--- config.mk ---
export PLATFORM = sky130hd
export DESIGN_NAME = afifo_rx_drain_sched
export DESIGN_NICKNAME = d
export VERILOG_FILES = /design/src/rtl/afifo_rx_drain_sched.sv
export SDC_FILE = /design/constraint.sdc
export NUM_CORES = 1
export LEC_CHECK = 0
export ABC_AREA = 1
export BUFFER_PORTS_ARGS = -buffer_cell sky130_fd_sc_hd__buf_2
export CAP_MARGIN = 5
export CORE_MARGIN = 2
export CORE_UTILIZATION = 54
export DETAILED_ROUTE_END_ITERATION = 10
export PLACE_DENSITY = 0.86
export SLEW_MARGIN = 20
export SYNTH_ARGS = -nofsm -noshare
export SYNTH_HDL_FRONTEND = slang
export SYNTH_SLANG_ARGS = --single-unit
--- constraint.sdc ---
create_clock -name CLK -period 4.1 [get_ports CLK]
set_clock_uncertainty 0.2 [all_clocks]
set_input_delay 0.82 -clock CLK [delete_from_list [all_inputs] [get_ports CLK]]
set_output_delay 0.82 -clock CLK [all_outputs]
set_load 0.05 [all_outputs]
--- src/rtl/afifo_rx_drain_sched.sv ---
// afifo_rx_drain_sched
// Read-side scheduler that drains NUM_CH asynchronous-FIFO read ports into a
// single valid/ready stream in the read clock domain. Non-empty channels are
// served round-robin. Each grant reads a bounded burst of at most BURST_LEN
// words. A 2-entry skid buffer absorbs the FIFO's one-cycle registered read
// latency, so downstream backpressure never drops or repeats a word.
//
// Ports:
//   CLK         read-domain clock (rising edge)
//   RST         synchronous active-high reset
//   CH_R_EMPTY  per-channel FIFO empty flags
//   CH_REN      per-channel read enables, one-hot or zero
//   CH_R_DATA   per-channel registered read data, channel k at [k*DATA_WIDTH +: DATA_WIDTH]
//   OUT_VALID   OUT_DATA/OUT_CH valid
//   OUT_READY   downstream accept
//   OUT_DATA    drained word
//   OUT_CH      source channel of OUT_DATA
//   BUSY        scheduler active or skid buffer holding data
module afifo_rx_drain_sched #(
  parameter int NUM_CH     = 4,
  parameter int DATA_WIDTH = 32,
  parameter int BURST_LEN  = 4,
  parameter int CH_W       = $clog2(NUM_CH)
) (
  input  logic                         CLK,
  input  logic                         RST,
  input  logic [NUM_CH-1:0]            CH_R_EMPTY,
  output logic [NUM_CH-1:0]            CH_REN,
  input  logic [NUM_CH*DATA_WIDTH-1:0] CH_R_DATA,
  output logic                         OUT_VALID,
  input  logic                         OUT_READY,
  output logic [DATA_WIDTH-1:0]        OUT_DATA,
  output logic [CH_W-1:0]              OUT_CH,
  output logic                         BUSY
);

  localparam int                CNT_W   = $clog2(BURST_LEN + 1);
  localparam logic [CNT_W-1:0]  CNT_MAX = CNT_W'(BURST_LEN);
  localparam logic [CH_W-1:0]   LAST_CH = CH_W'(NUM_CH - 1);

  typedef enum logic [1:0] {IDLE, BURST, CLOSE} state_t;

  state_t                state, state_n;
  logic [CH_W-1:0]       rr_ptr, rr_ptr_n;
  logic [CH_W-1:0]       grant, grant_n;
  logic [CNT_W-1:0]      issue_cnt, issue_cnt_n;
  logic [1:0]            occ;
  logic                  inflight;
  logic                  wr_ptr, rd_ptr;
  logic [DATA_WIDTH-1:0] skid_data [2];
  logic [CH_W-1:0]       skid_ch   [2];
  logic [DATA_WIDTH-1:0] ch_data   [NUM_CH];

  logic                  pop;
  logic                  credit;
  logic                  grant_empty;
  logic                  issue;
  logic                  hit_found;
  logic [CH_W-1:0]       hit_ch;
  logic [CH_W-1:0]       scan_ch;
  int                    scan_idx;

  assign OUT_VALID   = (occ != 2'd0);
  assign OUT_DATA    = skid_data[rd_ptr];
  assign OUT_CH      = skid_ch[rd_ptr];
  assign pop         = OUT_VALID & OUT_READY;
  assign grant_empty = CH_R_EMPTY[grant];
  assign BUSY        = (state != IDLE) || (occ != 2'd0);

  // A new read is allowed only if the word it returns next cycle is sure to
  // have a skid slot: held words plus the word already in flight, less the
  // word leaving this cycle, must stay below the buffer depth.
  assign credit = ({1'b0, occ} + {2'b00, inflight}) < (3'd2 + {2'b00, pop});

  always_comb begin
    for (int k = 0; k < NUM_CH; k++) begin
      ch_data[k] = CH_R_DATA[k*DATA_WIDTH +: DATA_WIDTH];
    end
  end

  // Round-robin search: first non-empty channel at or above rr_ptr, wrapping.
  // The modulo keeps the wrap correct for non-power-of-2 channel counts.
  always_comb begin
    hit_found = 1'b0;
    hit_ch    = '0;
    scan_idx  = 0;
    scan_ch   = '0;
    for (int i = 0; i < NUM_CH; i++) begin
      scan_idx = (int'(rr_ptr) + i) % NUM_CH;
      scan_ch  = CH_W'(scan_idx);
      if (!hit_found && !CH_R_EMPTY[scan_ch]) begin
        hit_found = 1'b1;
        hit_ch    = scan_ch;
      end
    end
  end

  always_comb begin
    state_n     = state;
    grant_n     = grant;
    rr_ptr_n    = rr_ptr;
    issue_cnt_n = issue_cnt;
    issue       = 1'b0;
    CH_REN      = '0;
    case (state)
      IDLE: begin
        if (hit_found) begin
          grant_n     = hit_ch;
          issue_cnt_n = '0;
          state_n     = BURST;
        end
      end
      BURST: begin
        issue = !grant_empty && (issue_cnt < CNT_MAX) && credit;
        if (issue) begin
          CH_REN[grant] = 1'b1;
          issue_cnt_n   = issue_cnt + 1'b1;
        end
        // An empty flag only ends the burst once a read could otherwise have
        // gone out; while stalled on credit the burst keeps its grant.
        if ((issue_cnt_n == CNT_MAX) || (grant_empty && credit)) begin
          state_n = CLOSE;
        end
      end
      CLOSE: begin
        // Hold the grant until the last read has been captured, since the
        // capture path selects its data and channel tag by grant.
        if (!inflight) begin
          rr_ptr_n = (grant == LAST_CH) ? '0 : grant + 1'b1;
          state_n  = IDLE;
        end
      end
      default: state_n = IDLE;
    endcase
  end

  always_ff @(posedge CLK) begin
    if (RST) begin
      state     <= IDLE;
      rr_ptr    <= '0;
      grant     <= '0;
      issue_cnt <= '0;
      inflight  <= 1'b0;
    end else begin
      state     <= state_n;
      rr_ptr    <= rr_ptr_n;
      grant     <= grant_n;
      issue_cnt <= issue_cnt_n;
      inflight  <= issue;
    end
  end

  // Skid buffer: the word returned by last cycle's read is appended at the
  // tail while the head may leave in the same cycle; occ tracks the net.
  always_ff @(posedge CLK) begin
    if (RST) begin
      occ    <= 2'd0;
      wr_ptr <= 1'b0;
      rd_ptr <= 1'b0;
      for (int e = 0; e < 2; e++) begin
        skid_data[e] <= '0;
        skid_ch[e]   <= '0;
      end
    end else begin
      if (inflight) begin
        skid_data[wr_ptr] <= ch_data[grant];
        skid_ch[wr_ptr]   <= grant;
        wr_ptr            <= ~wr_ptr;
      end
      if (pop) begin
        rd_ptr <= ~rd_ptr;
      end
      occ <= occ + {1'b0, inflight} - {1'b0, pop};
    end
  end

endmodule

# Word level (Yosys, flattened, before mapping)
# Memories as Yosys holds them, arrays and structs flattened. A register that Yosys moved wholly into a read port is not among the register bits.
# Cells that the tools add are included.
# word_totals
reg_bits	14
mem_bits_rw	68
in_bits	135
output_inout_bits	40
wordCells	116
n_memories	2
# classes
addsub	9
n_lt_le_gt_ge	9
n_eq_ne	7
muxes	49
bitwise	6
n_reduce_logical	26
# mem_list
memory	words	word_bits	read_ports	rd_clocked_by_memory_dff	write_ports	line_no	source
skid_data	2	32	1	1	2	50	logic [DATA_WIDTH-1:0] skid_data [2];
skid_ch	2	2	1	1	2	51	logic [CH_W-1:0] skid_ch [2];
# op_table
cell	count
2-to-1 mux 32 bit	3
binary-select mux 32 bit (select 2 bit)	1
OR reduction 32 bit	1
2-to-1 mux 1 bit	23
2-to-1 mux 2 bit	9
< comparator 2 x 3 -> 1 bit (second input constant)	5
binary-select mux 1 bit (select 2 bit)	5
2-to-1 mux 3 bit	3
2-to-1 mux 4 bit	2
logical AND 1 bit	7
logical NOT 1 bit	6
!= test 2 bit (second input constant)	3
one-hot mux 2 bit (3 select lines)	1
one-hot mux 3 bit (2 select lines)	1
AND reduction 2 bit	3
nonzero test 2 bit	3
adder 2 x 1 -> 2 bit (second input constant)	2
adder 2 bit (second input constant)	2
equality test 2 bit (second input constant)	2
NOT 1 bit	4
OR reduction 2 bit	2
adder 2 x 1 -> 3 bit	1
adder 2 x 1 -> 3 bit (first input constant)	1
adder 3 x 1 -> 3 bit (second input constant)	1
14 further kinds	15

# Depth between registers and ports, before layout
# Gate-level depths: netlist of run 1.
# logic_depth
word_depth	14
depth_mapped	12
mapped_depth_nobuf	12

# Least setup slack after synthesis of run 1
# OpenSTA, ideal clock, no wires.
# synth_timing
kind	in2out
start	input CH_R_EMPTY[1]
end	output CH_REN[3]
t_arrival_ns	2.426
required_ns	3.080
setup_slack_ns	0.654
cell_stages	7
n_path_buf	0
cell_sequence	inv_1 nand2_1 nand3_1 nand2_1 nor2_1 nand2_2 nor3_1
# synth_via
elab_chain_cells	7
# synth_lines
item	line_no	source
start: declaration	27	input logic [NUM_CH-1:0] CH_R_EMPTY,
binary-select mux 1 bit (select 2 bit)	67	assign grant_empty = CH_R_EMPTY[grant];
2-to-1 mux 1 bit (implied by the code)	67	
logical NOT 1 bit	114	issue = !grant_empty && (issue_cnt < CNT_MAX) && credit;
logical AND 1 bit (2 in series)	114	
2-to-1 mux 4 bit	115	if (issue) begin
2-to-1 mux 4 bit	105	case (state)
end: declaration	28	output logic [NUM_CH-1:0] CH_REN,
# No other way between the ends. The select of a mux whose other input is x is not followed.

# Worst setup path after layout of run 1
# layout_timing
start	register grant[0]
end	output CH_REN[3]
# layout_via
elab_chain_cells	7
elab_cells_between_ends	12
classes_between	order compare: 2; mux: 6; reduce/logical: 4
# layout_lines
item	line_no	source
start: declaration	45	logic [CH_W-1:0] grant, grant_n;
start signal: assignment	147	grant <= grant_n;
parallel branches: the longest is 5 deep, another holds < comparator 2 x 3 -> 1 bit	n/a	
2-to-1 mux 4 bit (*)	115	
2-to-1 mux 4 bit (*)	105	
# Every way passes the cells marked *. The select of a mux whose other input is x is not followed.

==> flow_summary.toml, run 1 <==
[outcome]
status = "completed"

[sta]
post-route-period-util = 0.8210
fmax_ghz = 0.2971
tightest_slew_ps = 847.4
max_slew_margin = 0.4351
setup_violations = 0
finalHoldViolCount = 0
slew_violations = 0
holdWs_ps = 260.3
period_needed_ps = 3366
timing.setup.tns_ps = 0
rsz0062_at_grt = "no"
layout_setup_ws_ps = 733.9

[placement]
placed_area_um2 = 5660
dp.cells = 778
port_buffers = 174
dpl_worst_slack_ps = 1074
gp_congestion = 0.8984
dpl.hpwl_mm = 8.020

[logic_synthesis]
synth_top_cell_by_area = "edfxtp_1"
synth_adder_area_share = 0.02365
syn-instance-count = 523
synth-edff-count = 68
synthXorXnorAreaFrac = 0.005255
yosysTopAreaCellShare = 0.4288
yosysWarnings = 0
netlist_area_um2 = 4762
synth_compound_area_frac = 0.1350
yosys_register_bits = 83
avgSynthCellArea_um2 = 9.105
synth_nets = 667
yosysSeqAreaShare = 0.4919
synth_ff_type = "edfxtp_1"
synth-simple-area-share = 0.2099
synth_top_family_by_area = "simple AND/OR/NAND/NOR gates"
ys_types = 31
synth_mux_area_frac = 0.08040
synthTopCellsByArea = "edfxtp_1 43%, nand2_1 11%, mux2_2 8.0%"
synthArstFlopShare = 0

[global_route]
grt_pass1_vias = 4231
grt_overflow = 0
grt_max_degree = 70
antenna_found_initial = 0
grt_first_pass_wirelength_mm = 18.59
grt_use_total = 0.2382

[layout]
fin_area_um2 = 5883
finalNetCount = 825
diodes = 0
mostFrequentLayoutCells = "174 x buf_2, 137 x nand2_1, 81 x nor2_1"
multi_input_area_um2 = 2163
final_common_cell = "buf_2"
fin_cells = 794
syn_to_final_growth_pct = 23.54
final_core_util = 0.6813
nFillCells = 674
seqCellArea_um2 = 2345
final_layout_size_suffix_gt1_frac = 0.3644

[clocking]
cts_sinks = 83
cts_setup_buffers = 0
postCtsHoldBufs = 0
cts_tree = "built"
cts_made_buffers = 9
cts_resized = 0
path_clk_slew_ps = 80
cts.path.max_buffers = 2
clock_latency_ps = 340
h-tree-depth = 3
ctsRootBufferMaster = "clkbuf_8"

[worst_setup_path]
critPathKind = "register to primary output"
cp.arrival_ps = 2350
endpoint_kind = "primary output"
worst_setup_path_start_kind = "register"
crit_fanout = 31
rrSetupSlack_ps = 1810
critPathRequiredTime_ps = 3080

[routing]
viasPerCell = 5.368
wl_met1_mm = 4.541
avgRoutedWirePerCell_um = 14.43
wl_met3_um = 737
drc_errors = 0
routed-via-count = 4262
wl_mm = 11.46
wl_met2_mm = 5.933
drtAntennaViolNets = 0
drt_iter0_markers = 204
dr.pass1.iters = 4
routed.top_layer = "met4"

[power_and_ir_drop]
power.leakage_nw = 2.723
fin_total_pwr_mw = 3.485
vdd_drop_max_mv = 0.4743
power_density_nw_per_um2 = 592.3

[floorplan]
start_util = 0.5514
die_y_um = 97.91
rows = 34
ios = 175
coreArea_um2 = 8636
dieArea_um2 = 9585
die_w_um = 97.91

[min_path]
hold_class = "register to register"

[job]
drv_cap = 0
## Yosys cell counts (3+ instances only)
master,n
a21oi_1,41
a32o_1,32
buf_1,4
buf_2,8
clkbuf_1,18
dfxtp_1,15
edfxtp_1,68
ha_1,9
inv_1,22
inv_2,3
mux2_2,34
nand2_1,137
nand3_1,16
nand3b_1,4
nor2_1,81
o21ai_0,4
o21ai_1,4
o21ai_2,5
## final cells by class
type                    instances  area share
flip-flops and latches         83      0.3986
multi-input cells             381      0.3677
repair buffers                181      0.1570
well taps                     108     0.02297
clock buffers                   9     0.02105
clock inverters                 7     0.01680
inverters                      25     0.01595
## where the power goes
| part | internal, mW | switching, mW |
|---|---|---|
| Sequential | 1.02 | 0.126 |
| Clock | 0.347 | 0.292 |
| Combinational | 0.564 | 1.14 |
## kinds of logic (layout without fill, tap and decap cells)
kind of cell,count (synthesis),in the layout
flops,83,83
buf+inv,59,222
compound gates,89,89
fa+ha+maj,9,9
mux,34,34
xor+xnor,2,2
simple gates,247,247
## critical path, cell delays in order (launching register included)
cell,delay (ps)
dfxtp_2,480
inv_2,460
nand2_1,100
nand3_1,90
nand2_1,90
nor2_1,190
nand2_2,130
nor3_1,150
buf_2,290
## state kept, by name, indices dropped and copies added, names as in the netlist, named ones only
signal     cells
skid_data     64
skid_ch        4
issue_cnt      3
grant          2
occ            2
rr_ptr         2
state          2
inflight       1
rd_ptr         1
wr_ptr         1
## worst paths after layout
path / from / to / cells past startpoint
worst min register to register: rd_ptr / rd_ptr / 1
worst max register to register: grant[0] / skid_data[0][31] / 5
worst min-delay path: rd_ptr / rd_ptr / 1
worst max-delay path: grant[0] / CH_REN[3] / 8
## routing by layer
layer	vias to the layer above	GRT usage
li1	2129	-
met1	1952	0.2646
met2	159	0.4389
met3	22	0.04510
met4	0	0.1090
met5	-	0
(Power assumes the default switching activity.)
==> inputs of run 2 (changes only) <==
--- a/config.mk
+++ b/config.mk
@@ -5,13 +5,13 @@
 export SDC_FILE = /design/constraint.sdc
 export NUM_CORES = 1
 export LEC_CHECK = 0
-export ABC_AREA = 1
+export ABC_AREA = 0
 export BUFFER_PORTS_ARGS = -buffer_cell sky130_fd_sc_hd__buf_2
 export CAP_MARGIN = 5
 export CORE_MARGIN = 2
-export CORE_UTILIZATION = 54
+export CORE_UTILIZATION = 45
 export DETAILED_ROUTE_END_ITERATION = 10
-export PLACE_DENSITY = 0.86
+export PLACE_DENSITY = 0.77
 export SLEW_MARGIN = 20
 export SYNTH_ARGS = -nofsm -noshare
 export SYNTH_HDL_FRONTEND = slang
==> constraint.sdc (replaced) <==
create_clock -name CLK -period 3 [get_ports CLK]
set_clock_uncertainty 0.2 [all_clocks]
set_input_delay 0.6 -clock CLK [delete_from_list [all_inputs] [get_ports CLK]]
set_output_delay 0.6 -clock CLK [all_outputs]
set_load 0.05 [all_outputs]
==> run 2 against run 1 <==
Compared with the run above:
- flip-flop and latch count stayed put
- clock power is 47% higher
- via count is 23% lower
- non-clock buffer count is 1 higher
- power is 2.9% higher
- clock-buffer cell count is 2 higher
==> flow_summary.toml, run 2 <==
[layout]
final_layout_size_suffix_gt1_frac = 0.5440
diodes = 0
final_common_cell = "buf_2"
largest_reg_flops = 64
top_register = "skid_data"
top_regs = "skid_data x64, skid_ch x4, issue_cnt x3"
mostFrequentLayoutCells = "170 x buf_2, 68 x edfxtp_1, 36 x and2_1"
finalNetCount = 639
fin_area_um2 = 5839
fin_cells = 633
syn_to_final_growth_pct = 28.78

[logic_synthesis]
ys_types = 37
syn-instance-count = 323
synth_top_cell_by_area = "edfxtp_1"
avgSynthCellArea_um2 = 14.04
netlist_area_um2 = 4534
synth_nets = 467
yosysMostFrequentCell = "edfxtp_1"
synth-edff-count = 68
yosys_register_bits = 83
yosysWarnings = 0
synthArstFlopShare = 0
synth_ff_type = "edfxtp_1"
synthTopCellsByArea = "edfxtp_1 45%, mux4_2 16%, mux2_2 8.4%"
yosysSeqAreaShare = 0.5166
yosysTopAreaCellShare = 0.4503
ys_top_cells_by_count = "68 x edfxtp_1, 36 x and2_1, 35 x nor2b_1"

[sta]
setup_violations = 0
fmax_ghz = 0.3494
period_needed_ps = 2862
max_slew_margin = 0.5593
finalHoldViolCount = 0
rsz0062_at_grt = "no"
holdWs_ps = 330.7
timing.setup.tns_ps = 0
slew_violations = 0
post-route-period-util = 0.9540
tightest_slew_ps = 661.1

[clocking]
clock_latency_ps = 350
cts.path.max_buffers = 2
h-tree-depth = 3
cts_tree = "built"
cts_made_buffers = 9
cts_sinks = 83
ctsRootBufferMaster = "clkbuf_8"
path_clk_slew_ps = 80

[floorplan]
die_y_um = 104.4
dieArea_um2 = 10900
rows = 36
start_util = 0.4639
coreArea_um2 = 9774
ios = 175
die_w_um = 104.4

[placement]
dp.cells = 617
placed_area_um2 = 5590
gp_congestion = 0.7767
port_buffers = 174
dpl.hpwl_mm = 7.510

[routing]
drtAntennaViolNets = 0
drt_iter0_markers = 163
drc_errors = 0
wl_mm = 10.38
avgRoutedWirePerCell_um = 16.40
routed-via-count = 3299
viasPerCell = 5.212
dr.pass1.iters = 4

[min_path]
hold_class = "register to register"

[global_route]
grt_first_pass_wirelength_mm = 16.60
grt_use_total = 0.1935
grt_max_degree = 38
grt_overflow = 0
antenna_found_initial = 0
grt_pass1_vias = 3514

[worst_setup_path]
cp.arrival_ps = 2060
crit_fanout = 15
endpoint_kind = "primary output"
critPathRequiredTime_ps = 2200
critPathKind = "register to primary output"
worst_setup_path_start_kind = "register"

[power_and_ir_drop]
fin_total_pwr_mw = 3.585
vdd_drop_max_mv = 0.3639
power_density_nw_per_um2 = 614.0
power.leakage_nw = 2.413

[job]
drv_cap = 0

[outcome]
status = "completed"
[run 2: layout make-up]
class                           instances  area (µm²)
Fill cell                             824        3935
Sequential cell                        83        2347
Clock buffer                           11       131.4
Timing Repair Buffer                  182       982.2
Clock inverter                          5       102.6
Tap cell                              133       166.4
Multi-Input combinational cell        213        2087
Inverter                                6       22.52
[run 2: timing repair]
action,CTS,global route
gates cloned,0,0
pin swaps,0,1
setup endpoints to repair,4,4
hold buffers,0,0
resized for setup,4,3
buffers inserted,0,0
[run 2: critical path, stage by stage (launching register included)]
cell,delay (ps)
dfxtp_2,570
mux4_2,420
nor4_4,350
and2_1,170
buf_4,190
[run 2: cells by family after synthesis]
family,Yosys count,share of synthesized area
buffers and inverters,27,0.02483
AND/OR/NAND/NOR,114,0.1487
multiplexers,69,0.2539
adder cells (fa/ha/maj),9,0.02483
XOR/XNOR,4,0.007728
AO/OA/AOI/OAI,17,0.02345
flip-flops,83,0.5166
[run 2: per-stage QoR]
step	utilization	setup slack, ps
after floorplan	-	271.5
after global placement	0.5719	231.9
after detailed placement	0.5719	195.1
after CTS	0.5968	32.86
after global routing	0.5974	5.076
final	0.5974	137.9
[run 2: where the power goes]
part	switching [mW]	internal, mW	total (mW)	leakage (nW)
registers	0.0739	1.34	1.41	0.829
clock network	0.392	0.552	0.944	0.114
logic	0.752	0.479	1.23	1.47
total	1.22	2.37	3.59	2.41
[run 2: worst paths after layout]
path | startpoint | end | slack, ps | cells after the start
min | issue_cnt[1] | issue_cnt[1] | 330 | 2
max reg2reg | grant[0] | skid_data[0][23] | 810 | 3
min reg2reg | issue_cnt[1] | issue_cnt[1] | 330 | 2
max | grant[1] | CH_REN[3] | 140 | 4
[run 2: metal layers]
metal,track usage,up-vias,share of wire
met5,0,-,0
met3,0.02820,17,0.052
met4,0.08398,0,0.018
met1,0.2245,1604,0.40
met2,0.3539,135,0.53
li1,-,1543,-
==> inputs of run 3 (changes only) <==
--- a/config.mk
+++ b/config.mk
@@ -8,6 +8,7 @@
 export ABC_AREA = 0
 export BUFFER_PORTS_ARGS = -buffer_cell sky130_fd_sc_hd__buf_2
 export CAP_MARGIN = 5
+export CORE_ASPECT_RATIO = 1.4
 export CORE_MARGIN = 2
 export CORE_UTILIZATION = 45
 export DETAILED_ROUTE_END_ITERATION = 10
==> run 3 against run 2 <==
Compared with the run above:
- first-iteration DRC count is 8.6% lower
- flip-flop and latch count stayed put
- fmax is 0.18% lower
- wire length up 4.2%
- worst setup slack got worse by 5.2 ps
- clock-buffer cell count stayed put
- worst hold slack lost 12 ps
- register-to-register slack better by 20 ps
- via count shrank 1.2%
==> flow_summary.toml, run 3 (synthesized netlist as in run 2, its figures left out) <==
[worst_setup_path]
critPathRequiredTime_ps = 2200
path_cells = "ha_1 > ha_1 > nor2_1 > a21oi_1 > nor4_4 > and2_1 > clkbuf_4"
cp_slowest_stage_delay_ps = 340
critPathKind = "register to primary output"
crit_fanout = 5
worst_setup_path_start_kind = "register"
cp.arrival_ps = 2070
slowest_stage = "nor4_4"
endpoint_kind = "primary output"
path_common_cell = "ha_1"

[floorplan]
coreArea_um2 = 9846
die_y_um = 122.8
die_w_um = 88.84
dieArea_um2 = 10910
ios = 175
start_util = 0.4605
rows = 43

[clocking]
cts.path.max_buffers = 2
cts_sinks = 83
cts_made_buffers = 9
clock_latency_ps = 330
ctsRootBufferMaster = "clkbuf_16"
path_clk_slew_ps = 60
h-tree-depth = 3
cts_setup_buffers = 0
cts_tree = "built"

[routing]
drt_iter0_markers = 149
viasPerCell = 5.103
avgRoutedWirePerCell_um = 16.93
routed-via-count = 3261
drc_errors = 0
wl_mm = 10.82
dr.pass1.iters = 4
drtAntennaViolNets = 0

[layout]
top_register = "skid_data"
final_core_util = 0.6016
finalNetCount = 641
syn_to_final_growth_pct = 30.63
fin_area_um2 = 5923
mostFrequentLayoutCells = "170 x buf_2, 68 x edfxtp_1, 36 x and2_1"
fin_cells = 639
final_common_cell = "buf_2"
final_layout_size_suffix_gt1_frac = 0.5478
nFillCells = 801
top_regs = "skid_data x64, skid_ch x4, issue_cnt x3"
largest_reg_flops = 64

[sta]
rsz0062_at_grt = "no"
fmax_ghz = 0.3488
post-route-period-util = 0.9558
max_slew_margin = 0.5993
setup_violations = 0
tightest_slew_ps = 599.8
period_needed_ps = 2867
timing.setup.tns_ps = 0
slew_violations = 0
finalHoldViolCount = 0

[global_route]
grt_pass1_vias = 3464
grt_max_degree = 38
antenna_found_initial = 2
grt_overflow = 0
grt_first_pass_wirelength_mm = 16.47
grt_use_total = 0.2026

[min_path]
hold_class = "register to register"

[job]
drv_cap = 0

[power_and_ir_drop]
vdd_drop_max_mv = 0.7140
power_density_nw_per_um2 = 643.4
power.leakage_nw = 2.454

[placement]
gp_congestion = 0.8064
dpl.hpwl_mm = 7.917
port_buffers = 174
dp.cells = 621
placed_area_um2 = 5583

[outcome]
status = "completed"
[run 3: cell count changes in the layout (fill, tap and decap cells not counted)]
cell and delta:
bufinv_16 -1, clkbuf_16 +9, clkbuf_4 +4, clkbuf_8 -8, buf_12 -2, clkbuf_1 -1, clkinv_2 +1, diode_2 +2
[run 3: report_power, final]
group	total, mW	internal [mW]	switching [mW]
Clock	1.17	0.748	0.420
Sequential	1.40	1.34	0.0648
Combinational	1.24	0.478	0.761
[run 3: what timing repair did]
item                                   CTS  global route
endpoints found under the hold margin    0             0
resized for setup                        0             6
hold buffers                             0             0
setup endpoints to repair                0             4
[run 3: final timing paths]
| kind | from | endpoint | slack (ps) | cells after the start |
|---|---|---|---|---|
| min reg2reg | state[1] | state[1] | 320 | 2 |
| min | state[1] | state[1] | 320 | 2 |
| max | occ[0] | CH_REN[3] | 130 | 7 |
| max reg2reg | occ[0] | issue_cnt[0] | 830 | 8 |
[run 3: critical path, delay by kind of cell (launching register included)]
family                     cells  cell delay [ps]
DFF                            1              330
adders and majority gates      2              460
AOI/OAI and AO/OA              1              100
buffers and inverters          1              220
and+or+nand+nor                3              620
[run 3: area by class of cell]
class | instances | area (µm²) | area share
Sequential cell | 83 | 2347 | 0.3963
Multi-Input combinational cell | 213 | 2087 | 0.3523
Timing Repair Buffer | 184 | 972.2 | 0.1641
Clock buffer | 11 | 242.7 | 0.04098
Tap cell | 135 | 168.9 | 0.02852
Clock inverter | 5 | 77.57 | 0.01310
Inverter | 6 | 22.52 | 0.003802
Antenna cell | 2 | 5.005 | 0.0008450
[run 3: metal layers]
| metal | GRT usage | wire, µm | vias up |
|---|---|---|---|
| met1 | 0.2252 | 4077 | 1594 |
| met4 | 0.08239 | 209 | 0 |
| met2 | 0.3680 | 6005 | 98 |
| met5 | 0 | 0 | - |
| li1 | - | - | 1554 |
| met3 | 0.04237 | 527 | 15 |
[run 3: per-stage QoR]
stage | power, mW | hold WS [ps] | worst slack, ps
final | 3.811 | 318.9 | 132.7
after global routing | 3.961 | 333.7 | 21.36
after CTS | 3.844 | 320.7 | 26.63
after detailed placement | 2.674 | 309.9 | 228.5
after global placement | 2.648 | 287.7 | 245.9
after floorplan | 2.341 | 274.8 | 271.5
